## src/rtl/bsg_print_stat_snoop_multi.sv

```systemverilog
// ============================================================================
//  Module   : bsg_print_stat_snoop_multi
//  Purpose  : Passive multi-channel snoop of print-stat stores; timestamped hits
//             are merged round-robin into one shared FIFO.
//  Revision : 1.0  initial release
// ============================================================================
`default_nettype none

module bsg_print_stat_snoop_multi #(
    parameter int                    NUM_CH_P     = 4,
    parameter int                    ADDR_WIDTH_P = 28,
    parameter int                    DATA_WIDTH_P = 32,
    parameter logic [ADDR_WIDTH_P-1:0] STAT_EPA_P = 'h1D0C,
    parameter int                    ELS_P        = 8,
    parameter int                    CTR_WIDTH_P  = 64,
    parameter int                    DROP_WIDTH_P = 16,
    localparam int                   c_CH_W       = (NUM_CH_P > 1) ? $clog2(NUM_CH_P) : 1
) (
    input  logic                             clk_i,
    input  logic                             reset_i,
    input  logic [NUM_CH_P-1:0]              v_i,
    input  logic [NUM_CH_P-1:0]              ready_i,
    input  logic [NUM_CH_P-1:0]              store_i,
    input  logic [NUM_CH_P*ADDR_WIDTH_P-1:0] addr_i,
    input  logic [NUM_CH_P*DATA_WIDTH_P-1:0] data_i,
    output logic                             stat_v_o,
    output logic [c_CH_W-1:0]                stat_ch_o,
    output logic [DATA_WIDTH_P-1:0]          stat_tag_o,
    output logic [CTR_WIDTH_P-1:0]           stat_time_o,
    input  logic                             stat_yumi_i,
    output logic [CTR_WIDTH_P-1:0]           ctr_o,
    output logic [DROP_WIDTH_P-1:0]          drop_o
);

    localparam int c_PTR_W  = (ELS_P > 1) ? $clog2(ELS_P) : 1;
    localparam int c_CNT_W  = $clog2(ELS_P + 1);
    localparam int c_DCNT_W = $clog2(NUM_CH_P + 1);
    localparam int c_SUM_W  = DROP_WIDTH_P + c_DCNT_W;
    localparam int c_ENT_W  = c_CH_W + DATA_WIDTH_P + CTR_WIDTH_P;

    logic [CTR_WIDTH_P-1:0]  r_ctr;
    logic [DROP_WIDTH_P-1:0] r_drop;
    logic [NUM_CH_P-1:0]     w_hit;
    logic [NUM_CH_P-1:0]     w_gnt_clr;
    logic [NUM_CH_P-1:0]     w_drop;
    logic [NUM_CH_P-1:0]     r_pend_v;
    logic [DATA_WIDTH_P-1:0] r_pend_tag  [NUM_CH_P];
    logic [CTR_WIDTH_P-1:0]  r_pend_time [NUM_CH_P];
    logic [c_CH_W-1:0]       r_start;
    logic [c_CH_W:0]         w_rr_sum;
    logic [c_CH_W-1:0]       w_gnt_ch;
    logic                    w_gnt_v;
    logic [c_DCNT_W-1:0]     w_dcnt;
    logic [c_SUM_W-1:0]      w_dsum;
    logic [c_ENT_W-1:0]      r_mem [ELS_P];
    logic [c_PTR_W-1:0]      r_wr;
    logic [c_PTR_W-1:0]      r_rd;
    logic [c_CNT_W-1:0]      r_cnt;
    logic                    w_full;
    logic                    w_deq;

    genvar g;
    generate
        for (g = 0; g < NUM_CH_P; g++) begin : g_ch
            assign w_hit[g] = v_i[g] & ready_i[g] & store_i[g]
                            & (addr_i[g*ADDR_WIDTH_P +: ADDR_WIDTH_P] == STAT_EPA_P);
            assign w_gnt_clr[g] = w_gnt_v & (w_gnt_ch == c_CH_W'(g));
            assign w_drop[g]    = w_hit[g] & r_pend_v[g] & ~w_gnt_clr[g];
        end
    endgenerate

    assign w_full = (r_cnt == c_CNT_W'(ELS_P));
    assign w_deq  = stat_yumi_i & (r_cnt != '0);

    // r_start is the first channel searched; it sits one past the last grant
    always_comb begin
        w_gnt_v  = 1'b0;
        w_gnt_ch = '0;
        w_rr_sum = '0;
        if (!w_full) begin
            for (int k = 0; k < NUM_CH_P; k++) begin
                w_rr_sum = {1'b0, r_start} + (c_CH_W+1)'(k);
                if (w_rr_sum >= (c_CH_W+1)'(NUM_CH_P))
                    w_rr_sum = w_rr_sum - (c_CH_W+1)'(NUM_CH_P);
                if (!w_gnt_v && r_pend_v[w_rr_sum[c_CH_W-1:0]]) begin
                    w_gnt_v  = 1'b1;
                    w_gnt_ch = w_rr_sum[c_CH_W-1:0];
                end
            end
        end
    end

    always_comb begin
        w_dcnt = '0;
        for (int k = 0; k < NUM_CH_P; k++)
            w_dcnt = w_dcnt + c_DCNT_W'(w_drop[k]);
        w_dsum = c_SUM_W'(r_drop) + c_SUM_W'(w_dcnt);
    end

    always_ff @(posedge clk_i) begin
        if (reset_i) begin
            r_ctr   <= '0;
            r_drop  <= '0;
            r_start <= '0;
        end else begin
            r_ctr <= r_ctr + 1'b1;
            if (w_dsum > c_SUM_W'({DROP_WIDTH_P{1'b1}}))
                r_drop <= {DROP_WIDTH_P{1'b1}};
            else
                r_drop <= w_dsum[DROP_WIDTH_P-1:0];
            if (w_gnt_v)
                r_start <= (w_gnt_ch == c_CH_W'(NUM_CH_P-1)) ? '0 : w_gnt_ch + 1'b1;
        end
    end

    // A granted slot is freed and may be reloaded by a hit in the same cycle
    always_ff @(posedge clk_i) begin
        for (int k = 0; k < NUM_CH_P; k++) begin
            if (reset_i) begin
                r_pend_v[k] <= 1'b0;
            end else if (w_hit[k] && (!r_pend_v[k] || w_gnt_clr[k])) begin
                r_pend_v[k]    <= 1'b1;
                r_pend_tag[k]  <= data_i[k*DATA_WIDTH_P +: DATA_WIDTH_P];
                r_pend_time[k] <= r_ctr;
            end else if (w_gnt_clr[k]) begin
                r_pend_v[k] <= 1'b0;
            end
        end
    end

    always_ff @(posedge clk_i) begin
        if (w_gnt_v)
            r_mem[r_wr] <= {w_gnt_ch, r_pend_tag[w_gnt_ch], r_pend_time[w_gnt_ch]};
    end

    always_ff @(posedge clk_i) begin
        if (reset_i) begin
            r_wr  <= '0;
            r_rd  <= '0;
            r_cnt <= '0;
        end else begin
            if (w_gnt_v)
                r_wr <= (r_wr == c_PTR_W'(ELS_P-1)) ? '0 : r_wr + 1'b1;
            if (w_deq)
                r_rd <= (r_rd == c_PTR_W'(ELS_P-1)) ? '0 : r_rd + 1'b1;
            if (w_gnt_v && !w_deq)
                r_cnt <= r_cnt + 1'b1;
            else if (!w_gnt_v && w_deq)
                r_cnt <= r_cnt - 1'b1;
        end
    end

    assign stat_v_o = (r_cnt != '0);
    assign {stat_ch_o, stat_tag_o, stat_time_o} = r_mem[r_rd];
    assign ctr_o  = r_ctr;
    assign drop_o = r_drop;

`ifndef SYNTHESIS
    a_yumi_valid : assert property (@(posedge clk_i) disable iff (reset_i) stat_yumi_i |-> stat_v_o);
    a_num_ch     : assert property (@(posedge clk_i) NUM_CH_P >= 1);
    a_els        : assert property (@(posedge clk_i) ELS_P >= 2);
`endif

endmodule

`default_nettype wire
```

## config.mk

```make
export PLATFORM = sky130hd
export DESIGN_NAME = bsg_print_stat_snoop_multi
export DESIGN_NICKNAME = d
export VERILOG_FILES = /design/src/rtl/bsg_print_stat_snoop_multi.sv
export SDC_FILE = /design/constraint.sdc
export NUM_CORES = 1
export LEC_CHECK = 0
export ABC_AREA = 1
export BUFFER_PORTS_ARGS = -buffer_cell sky130_fd_sc_hd__buf_2
export CAP_MARGIN = 20
export CORE_AREA = 2 2 327 329
export CTS_CLUSTER_DIAMETER = 150
export CTS_CLUSTER_SIZE = 16
export DETAILED_ROUTE_END_ITERATION = 12
export DIE_AREA = 0 0 329 331
export PLACE_DENSITY = 0.78
export SLEW_MARGIN = 40
export SYNTH_ARGS = -nofsm -noshare
export SYNTH_HDL_FRONTEND = slang
export SYNTH_SLANG_ARGS = --single-unit
export TNS_END_PERCENT = 30
```

## constraint.sdc

```tcl
create_clock -name clk_i -period 13.8 [get_ports clk_i]
set_input_delay 3.45 -clock clk_i [delete_from_list [all_inputs] [get_ports clk_i]]
set_output_delay 3.45 -clock clk_i [all_outputs]
set_load 0.03 [all_outputs]
```

# Word level (Yosys, flattened, before mapping)
# Memory sizes are Yosys's and may differ from the RTL's. A register that Yosys moved wholly into a read port is not among the register bits.
# Cells that the tools add are included.
[totals] ff_bits=96 mem_bits_rw=1168 output_inout_bits=179 elab_cells=166 memories=3
[classes] n_addsub=17 magnitude_cmp=9 n_eq_ne=10 mux=59 n_bitwise=29 n_reduce_logical=29
[mem_list] name="r_mem" words=8 width=98 read_ports=1 rd_clocked_by_memory_dff=1 write_ports=1 line_no="55" source="logic [c_ENT_W-1:0] r_mem [ELS_P];"
[mem_list] name="r_pend_time" words=4 width=64 read_ports=1 rd_clocked_by_memory_dff=0 write_ports=4 line_no="48" source="logic [CTR_WIDTH_P-1:0] r_pend_time [NUM_CH_P];"
[mem_list] name="r_pend_tag" words=4 width=32 read_ports=1 rd_clocked_by_memory_dff=0 write_ports=4 line_no="47" source="logic [DATA_WIDTH_P-1:0] r_pend_tag [NUM_CH_P];"
[ops] op="== test 28 x 13 -> 1 bit, second input constant" count=4
[ops] op="adder 64 x 1 -> 64 bit, second input constant" count=1
[ops] op="2-to-1 mux 1 bit" count=34
[ops] op="2-to-1 mux 2 bit" count=14
[ops] op="AND 1 bit" count=25
[ops] op="adder 16 x 3 -> 17 bit" count=1
[ops] op="> comparator 17 x 16 -> 1 bit, second input constant" count=1
[ops] op="2-to-1 mux 16 bit" count=1
[ops] op="less-than comparator 2 x 3 -> 1 bit, second input constant" count=4
[ops] op="2-to-1 mux 3 bit" count=4
[ops] op="nonzero test 2 bit" count=5
[ops] op="greater-or-equal comparator 3 bit, second input constant" count=3
[ops] op="logical AND 1 bit" count=9
[ops] op="zero test 1 bit" count=9
[ops] op="binary-select mux 1 bit (select 2 bit)" count=4
[ops] op="2-to-1 mux 4 bit" count=2
[ops] op="subtractor 2 x 1 -> 2 bit, second input constant" count=4
[ops] op="adder 2 x 2 -> 3 bit, second input constant" count=2
[ops] op="adder 3 x 1 -> 3 bit, second input constant" count=2
[ops] op="== test 3 bit, second input constant" count=2
[ops] op="adder 4 x 1 -> 4 bit, second input constant" count=1
[ops] op="== test 2 bit, second input constant" count=2
[ops] op="== test 4 bit, second input constant" count=1
[ops] op="logical OR 1 bit" count=4
[ops] op="other kinds (11)" count=14

# Longest topological paths before layout
[logic_depth] word_depth=29 ltp_mapped=28 mapped_depth_nobuf=27

# Worst setup path after synthesis
# No wires, ideal clock.
[synth_path] path_kind="input to register" start="input port addr_i[32]" end="memory r_pend_tag[1][0], enable pin" setup_time_ns=0.583 t_arrival_ns=8.686 required_ns=13.217 path_slack_ns=4.532 stages=5 path_buffers=0 path_cell_list="nor4_1 -> nand4_1 -> nor2_1 -> nand3_1 -> a21oi_1"
[synth_rtl] item="start, declared" line_no="24" source="input logic [NUM_CH_P*ADDR_WIDTH_P-1:0] addr_i,"
[synth_rtl] item="end, declared" line_no="47"

==> impl_metrics.env <==
export IMPL_vias_per_cell=5.58
export IMPL_start_util_pct=50.0
export IMPL_core_area_um2=105000
export IMPL_hold_path_class="flop to flop"
export IMPL_finClkSkew_ns=0.0341
export IMPL_yosys_cell_count_top_type="edfxtp_1"
export IMPL_p_leak_uw=0.0217
export IMPL_critPathArrivalTime_ns=4.32
export IMPL_setup_viol_count_final=0
export IMPL_avgRoutedWirePerCell_um=20.9
export IMPL_antenna_found_initial=18
export IMPL_synth_cell_types=40
export IMPL_grt_start_max_net_pins=159
export IMPL_clock_sinks=1267
export IMPL_hpwl_um=82100
export IMPL_vias=36172
export IMPL_status="finished, final reports clean"
export IMPL_max_slew_margin_pct=40.4
export IMPL_io_pins=434
export IMPL_cp_end_kind="output port"
export IMPL_slowest_stage="buf_4"
export IMPL_synthAdderAreaFrac_pct=0.463
export IMPL_synthXorXnorAreaFrac_pct=0.317
export IMPL_path_max_fanout=105
export IMPL_hold_start="r_cnt[3]$_SDFFE_PP0P_"
export IMPL_r2r_start="r_start[0]$_SDFFE_PP0P_"
export IMPL_yosys_area_share_simple_pct=15.4
export IMPL_startpoint_type="flop"
export IMPL_grt_usage_pct=24.5
export IMPL_finalWirelength_um=136000
export IMPL_fin_nets=5292
export IMPL_hold_buffers=0
export IMPL_initialDrtViolationCount=4136
export IMPL_slew_violations=0
export IMPL_clock_tree_root_cell="clkbuf_16"
export IMPL_synth_top_family_by_area="simple AND/OR/NAND/NOR gates"
export IMPL_min_to="r_cnt[3]$_SDFFE_PP0P_"
export IMPL_postSynthCellCount=4691
export IMPL_yosys_area_top_type="edfxtp_1"
export IMPL_design_die_area_um2=109000
export IMPL_synth_compound_area_share_pct=7.24
export IMPL_drcViolationCount=0
export IMPL_ir_worst_vdd_mv=0.165
export IMPL_rsz0062_at_grt="false"
export IMPL_tritoncts="built"
export IMPL_synth_top_area_share_pct=66.9
export IMPL_post_route_period_util_pct=56.3
export IMPL_synth_seq_cells=1267
export IMPL_grt_ovfl_total=0
export IMPL_post_route_cells_drive_above_1_share_pct=12.4
export IMPL_synth_edf_count=1168
export IMPL_die_w_um=329
export IMPL_tightest_slew_ns=0.890
export IMPL_yosysWarningCount=0
export IMPL_r2r_end="drop_o[8]$_SDFF_PP0_"
export IMPL_post_cts_resized=0
export IMPL_numCtsBuffers=89
export IMPL_worstSetupPathType="flop to output port"
export IMPL_finalHoldViolCount=0
export IMPL_port_buffers=433
export IMPL_hold_slack_ns=0.507
export IMPL_clkLatencyLatePin_ns=0.68
export IMPL_htree_levels=3
export IMPL_clk_pin_slew_ns=0.08
export IMPL_synth_async_reset_ratio_pct=0
export IMPL_ff2ff_setup_slack_ns=7.80
export IMPL_hold_depth=2
export IMPL_first_pass_iters=6
export IMPL_rows=119
export IMPL_antenna_left=0
export IMPL_power_density_nw_per_um2=217
export IMPL_tns_ns=0
export IMPL_grt_pass1_vias=33664
export IMPL_path_cells="buf_6, buf_6, buf_4, o21ai_0, o22ai_1, nor2_1, a31oi_1, buf_2"
export IMPL_die_height_um=331
export IMPL_clockBufferDepth=3
export IMPL_clock_fmax_mhz=129
export IMPL_seq_area_frac_synth_pct=70.7
export IMPL_yosys_top_cells_area="edfxtp_1 (67%), nor2_1 (5.9%), nand3_1 (4.1%), o21ai_0 (4.1%), nand2_1 (3.8%)"
export IMPL_synth_mux_area_share_pct=0
export IMPL_critPathMaxStageDelay_ns=0.75
export IMPL_fin_total_pwr_uw=12700
export IMPL_ff2ff_path_depth=24
export IMPL_dominantRegCellSynth="edfxtp_1"
export IMPL_syn_area_per_cell_um2=11.2
export IMPL_postCtsSetupBuffers=0
export IMPL_cap_viol_max_count=0
export IMPL_cp_required_ns=10.35
export IMPL_syn_nets=4963
export IMPL_finalWeightedCongestion=0.918
export IMPL_cp_common_cell="buf_6"
export IMPL_area_growth_pct=11.6
export IMPL_synth_area_um2=52400
export IMPL_grt_pass1_wl_um=203000
export IMPL_synthTopCellsByCount="edfxtp_1 (1168), nor2_1 (831), nand2_1 (529)"
export IMPL_min_period_ns=7.77
-- placed cells by master, fill, tap and decap left out, types with 3 or more instances in the layout --
cell	instances
or2_2	13
o21ai_0	429
inv_2	3
nand3_1	431
buf_2	433
edfxtp_1	1168
dfxtp_1	97
nand4_1	34
nor2_4	12
ha_1	13
clkbuf_1	44
inv_1	506
inv_8	4
nor2_1	821
a21oi_1	76
xor2_1	14
nor4_1	14
nand3b_1	3
xnor2_1	5
nor4b_1	4
nor3_1	45
buf_4	23
nand2_1	528
diode_2	16
o22ai_1	98
a31oi_1	99
clkbuf_16	93
buf_6	21
fa_1	4
buf_16	3
and3_1	3
-- report_power, final --
| part | internal [uW] | total (uW) | leakage [uW] | switching [uW] |
|---|---|---|---|---|
| Combinational | 976 | 4650 | 0.00902 | 3670 |
| Sequential | 5410 | 5530 | 0.0114 | 117 |
| Clock | 1250 | 2500 | 0.00123 | 1250 |
| Total | 7640 | 12700 | 0.0217 | 5040 |
-- cell families (layout without fill, tap and decap cells) --
kind of cell    Yosys count  in the layout
fa+ha+maj                17             17
compound gates          707            707
flops                  1267           1267
other cells               0             16
xor+xnor                 19             19
simple gates           1922           1922
buf+inv                 759           1138
-- worst max-delay path, delay by kind of cell (launching register included) --
family | cells | cell delay [ns]
AOI/OAI and AO/OA | 3 | 0.76
buffers and inverters | 4 | 2.29
DFF | 1 | 0.40
and+or+nand+nor | 1 | 0.06
-- metrics by stage --
stage	cell area, um^2	std cells	worst slack, ns	util [%]
5_1_grt	58500	6474	5.64	55.7
3_3_place_gp	55600	6314	6.17	53.0
4_1_cts	58400	6459	5.94	55.6
3_5_place_dp	55800	6318	6.66	53.2
2_1_floorplan	52400	4691	4.53	-
6_report	58500	6477	6.03	55.7
-- cell type report --
| type | count | area [um^2] |
|---|---|---|
| antenna | 16 | 40.0 |
| clock buffer | 137 | 2490 |
| clock inverter | 4 | 82.6 |
| fill | 8512 | 46500 |
| inverter | 514 | 1960 |
| multi-input combinational | 2665 | 12400 |
| sequential | 1267 | 37100 |
| tap | 1391 | 1740 |
| timing repair buffer | 483 | 2710 |
-- worst max-delay path by stage --
stage	startpoint	end	slack, ns	cells past startpoint
finish	flop	stat_tag_o[0]	6.03	8
detailed placement	flop	stat_tag_o[0]	6.66	8
global placement	flop	stat_tag_o[0]	6.17	8
floorplan	addr_i[32]	r_pend_tag[1][0]$_DFFE_PP_	4.53	5
CTS	flop	stat_tag_o[0]	5.94	8
global route	flop	stat_tag_o[0]	5.64	8
-- layer usage --
layer | wire length (um) | track usage (%) | up-vias
li1 | - | - | 16805
met4 | 4040 | 8.10 | 2
met2 | 62600 | 37.9 | 1598
met5 | 13 | 0 | -
met1 | 58200 | 36.2 | 17558
met3 | 10800 | 3.00 | 209
-- state kept, by name (all words and copies together) (netlist names), named ones only --
name and flops:
r_mem 784, drop_o 16, r_wr 3, ctr_o 64, r_start 2, r_pend_v 4
r_pend_time 256, r_cnt 4, r_rd 3, r_pend_tag 128
(Power assumes the default switching activity.)
